--- src/rtl/fht_ctrl_pkg.sv ---
// Shared types and helpers for the FHT address generator.
// Holds the controller state encoding, the configuration legality bounds
// and the bit-reverse helper used when FHT_BITREV_EN is defined.
package fht_ctrl_pkg;

  // Legal configuration range.
  localparam int N_LOG_MIN = 3;
  localparam int N_LOG_MAX = 16;
  localparam int LAT_MIN   = 1;
  localparam int LAT_MAX   = 16;

  typedef enum logic [1:0] {
    ST_IDLE  = 2'd0,
    ST_READ  = 2'd1,
    ST_DRAIN = 2'd2
  } fht_state_e;

  // Reverse the low n bits of v; bits at and above n come back as zero.
  function automatic logic [15:0] bitrev(input logic [15:0] v, input int n);
    logic [15:0] r;
    r = '0;
    for (int b = 0; b < 16; b++) begin
      if (b < n) r[b] = v[n-1-b];
    end
    return r;
  endfunction

endpackage

--- src/rtl/fht_delay_line.sv ---
// Stall-aware shift register: a word entering on a non-stalled cycle
// appears at o_q exactly DEPTH non-stalled cycles later. While i_stall
// is high every stage keeps its value.
module fht_delay_line #(
  parameter int W     = 8,
  parameter int DEPTH = 4
) (
  input  logic         i_clk,
  input  logic         i_rst_n,
  input  logic         i_stall,
  input  logic [W-1:0] i_d,
  output logic [W-1:0] o_q
);

  logic [DEPTH-1:0][W-1:0] r_pipe;

  // Shift one position per non-stalled cycle; reset flushes every stage.
  always_ff @(posedge i_clk or negedge i_rst_n) begin
    if (!i_rst_n) begin
      r_pipe <= '0;
    end else if (!i_stall) begin
      r_pipe[0] <= i_d;
      for (int i = 1; i < DEPTH; i++) r_pipe[i] <= r_pipe[i-1];
    end
  end

  assign o_q = r_pipe[DEPTH-1];

endmodule

--- src/rtl/fht_addr_gen.sv ---
// FHT butterfly address generator.
// Per stage s (half-size h = 2^s) it issues N/2 read pairs (i, i+h) with the
// twiddle index, then idles LAT cycles while the butterfly pipeline drains.
// Write addresses are the read addresses delayed LAT non-stalled cycles and
// ping-pong between bank A and bank B from stage to stage.
// Optional build macro FHT_BITREV_EN: stage-0 read (and hence write)
// addresses are bit-reversed, folding the input permutation into stage 0.
module fht_addr_gen
  import fht_ctrl_pkg::*;
#(
  parameter int N_LOG = 10,
  parameter int LAT   = 4
) (
  input  logic             iCLK,
  input  logic             iRESET,
  input  logic             iSTART,
  input  logic             iSTALL,
  output logic [N_LOG-1:0] oADDR_RD_0,
  output logic [N_LOG-1:0] oADDR_RD_1,
  output logic             oRD_EN,
  output logic [N_LOG-1:0] oADDR_WR_0,
  output logic [N_LOG-1:0] oADDR_WR_1,
  output logic             oWE_A,
  output logic             oWE_B,
  output logic             oSRC_BANK,
  output logic [N_LOG-2:0] oADDR_COEF,
  output logic [4:0]       oSTAGE,
  output logic             oST_ZERO,
  output logic             oST_LAST,
  output logic             oRDY,
  output logic             oDONE
);

  // Out-of-range latencies are pulled into the supported window.
  localparam int LAT_E = (LAT < LAT_MIN) ? LAT_MIN :
                         ((LAT > LAT_MAX) ? LAT_MAX : LAT);
  localparam int CW    = N_LOG - 1;             // read counter covers N/2 cycles
  localparam int DW    = 2 + 2 * N_LOG;         // delay line payload width
  localparam logic [4:0] LAST_STG = 5'(N_LOG - 1);
  localparam logic [4:0] LAST_DRN = 5'(LAT_E - 1);

  fht_state_e    r_state, w_state_nxt;
  logic [4:0]    r_stage, w_stage_nxt;
  logic [CW-1:0] r_cnt,   w_cnt_nxt;
  logic [4:0]    r_dcnt,  w_dcnt_nxt;
  logic          r_done,  w_done_nxt;

  logic          w_rd_act;
  logic          w_cnt_last;
  logic          w_drn_last;
  logic          w_stg_last;

  logic [N_LOG-1:0] w_c_ext;
  logic [N_LOG-1:0] w_lo_mask;
  logic [N_LOG-1:0] w_h;
  logic [N_LOG-1:0] w_i;
  logic [N_LOG-1:0] w_j;
  logic [N_LOG-1:0] w_rd0;
  logic [N_LOG-1:0] w_rd1;
  logic [N_LOG-1:0] w_rd0_g;
  logic [N_LOG-1:0] w_rd1_g;
  logic [CW-1:0]    w_k;
  logic [CW-1:0]    w_coef;

  logic [DW-1:0]    w_dl_in;
  logic [DW-1:0]    w_dl_out;
  logic             w_wr_en;
  logic             w_wr_bank;

  assign w_rd_act   = (r_state == ST_READ);
  assign w_cnt_last = (r_cnt == '1);
  assign w_drn_last = (r_dcnt == LAST_DRN);
  assign w_stg_last = (r_stage == LAST_STG);

  // ---------------------------------------------------------------------
  // Butterfly index arithmetic. With k = c mod h and g = c div h,
  // i = 2hg + k is c with a zero bit inserted at position s; j = i + h sets
  // that bit. Both stay below N because c < N/2.
  // ---------------------------------------------------------------------
  assign w_c_ext   = {1'b0, r_cnt};
  assign w_h       = N_LOG'(1) << r_stage;
  assign w_lo_mask = w_h - N_LOG'(1);
  assign w_i       = ((w_c_ext & ~w_lo_mask) << 1) | (w_c_ext & w_lo_mask);
  assign w_j       = w_i | w_h;

  // Twiddle index k * N/(2h) = k << (N_LOG-1-s); k < h keeps it in N_LOG-1 bits.
  assign w_k       = r_cnt & w_lo_mask[CW-1:0];
  assign w_coef    = w_k << (LAST_STG - r_stage);

`ifdef FHT_BITREV_EN
  assign w_rd0 = (r_stage == 5'd0) ? N_LOG'(bitrev(16'(w_i), N_LOG)) : w_i;
  assign w_rd1 = (r_stage == 5'd0) ? N_LOG'(bitrev(16'(w_j), N_LOG)) : w_j;
`else
  assign w_rd0 = w_i;
  assign w_rd1 = w_j;
`endif

  // Addresses are only meaningful while reading; elsewhere they sit at zero.
  assign w_rd0_g = w_rd_act ? w_rd0 : '0;
  assign w_rd1_g = w_rd_act ? w_rd1 : '0;

  // ---------------------------------------------------------------------
  // Controller
  // ---------------------------------------------------------------------

  // State and counter registers.
  always_ff @(posedge iCLK or negedge iRESET) begin
    if (!iRESET) begin
      r_state <= ST_IDLE;
      r_stage <= '0;
      r_cnt   <= '0;
      r_dcnt  <= '0;
      r_done  <= 1'b0;
    end else begin
      r_state <= w_state_nxt;
      r_stage <= w_stage_nxt;
      r_cnt   <= w_cnt_nxt;
      r_dcnt  <= w_dcnt_nxt;
      r_done  <= w_done_nxt;
    end
  end

  // Next-state logic. A start is taken in IDLE even while stalled, so the
  // block leaves ready immediately and the first read waits for the stall
  // to clear. Everything else advances only on non-stalled cycles.
  always_comb begin
    w_state_nxt = r_state;
    w_stage_nxt = r_stage;
    w_cnt_nxt   = r_cnt;
    w_dcnt_nxt  = r_dcnt;
    w_done_nxt  = 1'b0;
    unique case (r_state)
      ST_IDLE: begin
        if (iSTART) begin
          w_state_nxt = ST_READ;
          w_stage_nxt = '0;
          w_cnt_nxt   = '0;
        end
      end
      ST_READ: begin
        if (!iSTALL) begin
          w_cnt_nxt = r_cnt + CW'(1);
          if (w_cnt_last) begin
            w_state_nxt = ST_DRAIN;
            w_cnt_nxt   = '0;
            w_dcnt_nxt  = '0;
          end
        end
      end
      ST_DRAIN: begin
        if (!iSTALL) begin
          w_dcnt_nxt = r_dcnt + 5'd1;
          if (w_drn_last) begin
            w_dcnt_nxt = '0;
            if (w_stg_last) begin
              w_state_nxt = ST_IDLE;
              w_stage_nxt = '0;
              w_done_nxt  = 1'b1;
            end else begin
              w_state_nxt = ST_READ;
              w_stage_nxt = r_stage + 5'd1;
            end
          end
        end
      end
      default: begin
        w_state_nxt = ST_IDLE;
        w_stage_nxt = '0;
      end
    endcase
  end

  // ---------------------------------------------------------------------
  // Write side: read enable, source bank and both read addresses travel
  // through the delay line together, so each write lands in the bank
  // opposite to the one its operands came from.
  // ---------------------------------------------------------------------
  assign w_dl_in = {w_rd_act, r_stage[0], w_rd0_g, w_rd1_g};

  fht_delay_line #(
    .W     (DW),
    .DEPTH (LAT_E)
  ) u_dly (
    .i_clk   (iCLK),
    .i_rst_n (iRESET),
    .i_stall (iSTALL),
    .i_d     (w_dl_in),
    .o_q     (w_dl_out)
  );

  assign w_wr_en   = w_dl_out[DW-1];
  assign w_wr_bank = w_dl_out[DW-2];

  // ---------------------------------------------------------------------
  // Outputs
  // ---------------------------------------------------------------------
  assign oRD_EN     = w_rd_act & ~iSTALL;
  assign oADDR_RD_0 = w_rd0_g;
  assign oADDR_RD_1 = w_rd1_g;
  assign oADDR_COEF = w_rd_act ? w_coef : '0;
  assign oADDR_WR_0 = w_dl_out[2*N_LOG-1:N_LOG];
  assign oADDR_WR_1 = w_dl_out[N_LOG-1:0];
  assign oWE_A      = w_wr_en &  w_wr_bank & ~iSTALL;
  assign oWE_B      = w_wr_en & ~w_wr_bank & ~iSTALL;
  assign oSRC_BANK  = r_stage[0];
  assign oSTAGE     = r_stage;
  assign oST_ZERO   = (r_stage == 5'd0);
  assign oST_LAST   = w_stg_last;
  assign oRDY       = (r_state == ST_IDLE);
  assign oDONE      = r_done;

endmodule

--- config.mk ---
export PLATFORM = sky130hd
export DESIGN_NAME = fht_addr_gen
export DESIGN_NICKNAME = d
export VERILOG_FILES = /design/src/rtl/fht_ctrl_pkg.sv /design/src/rtl/fht_delay_line.sv /design/src/rtl/fht_addr_gen.sv
export SDC_FILE = /design/constraint.sdc
export NUM_CORES = 1
export LEC_CHECK = 0
export BUFFER_PORTS_ARGS = -buffer_cell sky130_fd_sc_hd__buf_2
export CORE_UTILIZATION = 40
export DETAILED_ROUTE_END_ITERATION = 10
export PLACE_DENSITY = 0.59
export SLEW_MARGIN = 20
export SYNTH_ARGS = -nofsm -noshare
export SYNTH_HDL_FRONTEND = slang
export SYNTH_SLANG_ARGS = --single-unit
--- constraint.sdc ---
create_clock -name iCLK -period 2.8 [get_ports iCLK]
set_input_delay 0.14 -clock iCLK [delete_from_list [all_inputs] [get_ports iCLK]]
set_output_delay 0.14 -clock iCLK [all_outputs]
set_load 0.005 [all_outputs]
==> impl_results.md <==
* Slew Limit Fails at 0
* Cells after Synth at 519
* Post-synthesis sequential area ratio at approximately 50%
* Critical path type: reg2out
* Slew margin rel. at approximately 42%
* CP endpoint kind: output port
* Wire length per cell at roughly 17 µm
* I/O Buffers at 65
* Vias in the first global route at 3947
* Arrival time worst endpoint at around 2.6 ns
* Fill cells at ~1300
* Hold Fails Final Rpt at 0
* Min Tclk post-route at ~2.8 ns
* Clock Latency Late Sink at about 0.34 ns
* Clk slew on worst S/H paths at approximately 0.07 ns
* Count of final setup violators at 0
* Yosys top cell by area: dfrtp_1
* Post-DRT Antenna Nets at 0
* Post-route DRC at 0
* Overflow after GRT at 0
* DRT Pass-1 Iters at 4
* CTS buffer count at 9
* Largest net degree at the start of global routing at 73
* CTS tree: yes
* Routability congestion estimate at between 0.8 and 0.9
* Initial core utilization at about two fifths
* Core Util, Final at between 40% and 50%
* Vias/cell at about 5.3
* Setup ws final at between 0.04 and 0.05 ns
* Pwr Density at around 800 nW/µm²
* Multi-input logic area at around 2700 µm²
* GRT Util Overall at 18.4%
* Status: complete, no violations
* Clock Path Buffers at 2
* Skew final at approximately 0.0060 ns
* Dpl hpwl at between 9 and 10 mm
* Avg Cell Area, Syn at around 11 µm²
* Commonest cells post-synth: dfrtp_1 (110), mux2_2 (79), nor2_1 (39), nand2_1 (38), o21ai_0 (28)
* Die Y at approximately 120 µm
* First-pass GRT wire length at 21.0 mm
* Register bit total from synthesis at 110
* Post-synth EDFFs at 0
* Syn nets at approximately 530
* Worst Hold Class: in2reg
* Cell Rows at 42
* Top cell type's share of synthesized area at approximately half
* Total power at approximately 5400 µW
* Top-count cell post-synth: dfrtp_1
* Clock Sink Count at 110
* Top cells by area, synth: dfrtp_1 (49%), mux2_2 (16%), buf_4 (2.9%)
* Dpl ws at ~0.046 ns
* Cell variety after synth at 64
* Warnings, synthesis at 0
* Sequential cell area at 2750 µm²
* DP Area at 6070 µm²
* WP data required at ~2.7 ns
* DIE AREA at roughly 15000 µm²
* Leakage at between 0.003 and 0.004 µW
* Predominant post-synthesis flop cell: dfrtp_1
* Layout cells sized above 1 at 39.5%
* CP startpoint kind: register
* Area growth syn-to-layout at 17.9%
* Drt initial violations at ~300
* Root Buffer: clkbuf_16
* Max Clk Rate at between 0.3 and 0.4 GHz
* I/O pin cnt at between 60 and 70
* H-Tree Depth at 3
* Least-Margin Pin Slew at 0.865 ns
* Vias at between 4000 and 5000
* Initial antenna violation count at 0
* Post-Syn Area at between 5000 and 6000 µm²
* Max VDD drop at about 0.33 mV
* Final nets at 590
* Final wirelength at between 10 and 15 mm
* CP max FO at 7
* Asr flop ratio synth at 100%
* Max-cap viol count at 0
* Core Area at about 13000 µm²
* Final setup TNS at 0 ns
* Final instance area at roughly 6600 µm²
* Fin crit share at a little over nine tenths
* Ant diodes at 0
* RSZ-0062 raised after global routing: true
* Die Wd at approximately 120 µm
==> critical path, stage by stage (launching register included) <==
cell and delay [ns]:
dfrtp_2 0.46, ha_4 0.19, ha_4 0.18, or4_4 0.58, xnor2_4 0.17, o21ai_2 0.17
nor2_2 0.06, nor4_2 0.26, a2111oi_2 0.06, buf_2 0.14
==> state kept, by name (all words and copies together) (netlist names) <==
signal	count
r_cnt	9
oDONE	1
r_state	2
oSTAGE	5
u_dly.o_q	22
r_dcnt	5
u_dly.r_pipe	66
==> worst paths after layout <==
check                                             from                          end  slack [ns]  cells after the start
setup / recovery                 oSTAGE[1]$_DFFE_PN0P_                oADDR_COEF[7]        0.04                      9
hold / removal                                  iSTART        oSTAGE[0]$_DFFE_PN0P_        0.23                      4
setup reg to reg                 oSTAGE[1]$_DFFE_PN0P_  u_dly.r_pipe[9]$_DFFE_PN0N_        0.29                      8
hold reg to reg            u_dly.r_pipe[0]$_DFFE_PN0N_  u_dly.r_pipe[0]$_DFFE_PN0N_        0.48                      2
max in group asynchronous                       iRESET        oSTAGE[1]$_DFFE_PN0P_        1.63                      3
min in group asynchronous                       iRESET    u_dly.o_q[11]$_DFFE_PN0N_        0.41                      2
==> stage by stage <==
stage	hold WS [ns]	instances
floorplan	-0.156	519
global placement	0.247	730
detailed placement	0.258	730
CTS	0.226	750
global route	0.276	756
finish	0.228	756
==> metal layers <==
metal	vias to the layer above	part of all wire, %	GRT usage, %
met5	-	0	0
met4	0	1.0	5.25
met3	6	3.2	2.92
met2	67	48	29.8
met1	2025	48	25.6
li1	1924	-	-
==> kinds of logic after synthesis <==
family	count (synthesis)	synth area share [%]
AO/OA/AOI/OAI	89	10.7
flip-flops	110	49.0
XOR/XNOR	11	1.85
AND/OR/NAND/NOR	152	13.4
adder cells (fa/ha/maj)	11	2.45
multiplexers	83	16.5
buffers and inverters	63	6.06
==> where the power goes <==
part / leakage [µW] / internal [µW] / switching (µW)
sequential: 0.00144 / 2060 / 312
combinational: 0.00159 / 908 / 982
clock: 0.000127 / 613 / 576
total: 0.00316 / 3580 / 1870
==> placed cells by master (no fill, tap or decap), types with 9 or more instances in the layout <==
cell type  netlist  routed
a21oi_1         15      14
buf_2            5      63
buf_4           22      33
clkbuf_16        0       9
dfrtp_1        110     109
mux2_2          79      79
nand2_1         38      38
nand2b_1        10      10
nand3_1         17      15
nor2_1          39      36
nor3_1          11      11
o21ai_0         28      26
==> final cells by class <==
| type | instances | area share, % |
|---|---|---|
| clock buffer | 11 | 3.51 |
| timing repair buffer | 100 | 9.43 |
| clock inverter | 5 | 0.623 |
| sequential | 110 | 41.6 |
| tap | 176 | 3.32 |
| inverter | 8 | 0.453 |
| multi-input combinational | 346 | 41.1 |
==> repair_timing <==
item	4_1_cts	5_1_grt
hold buffers	1	0
gates cloned	0	0
buffers inserted	3	6
endpoints found under the setup margin	12	13
gates resized for setup	12	32
endpoints found under the hold margin	57	0
pin swaps	1	12
Power figures use the tool's default switching activity.
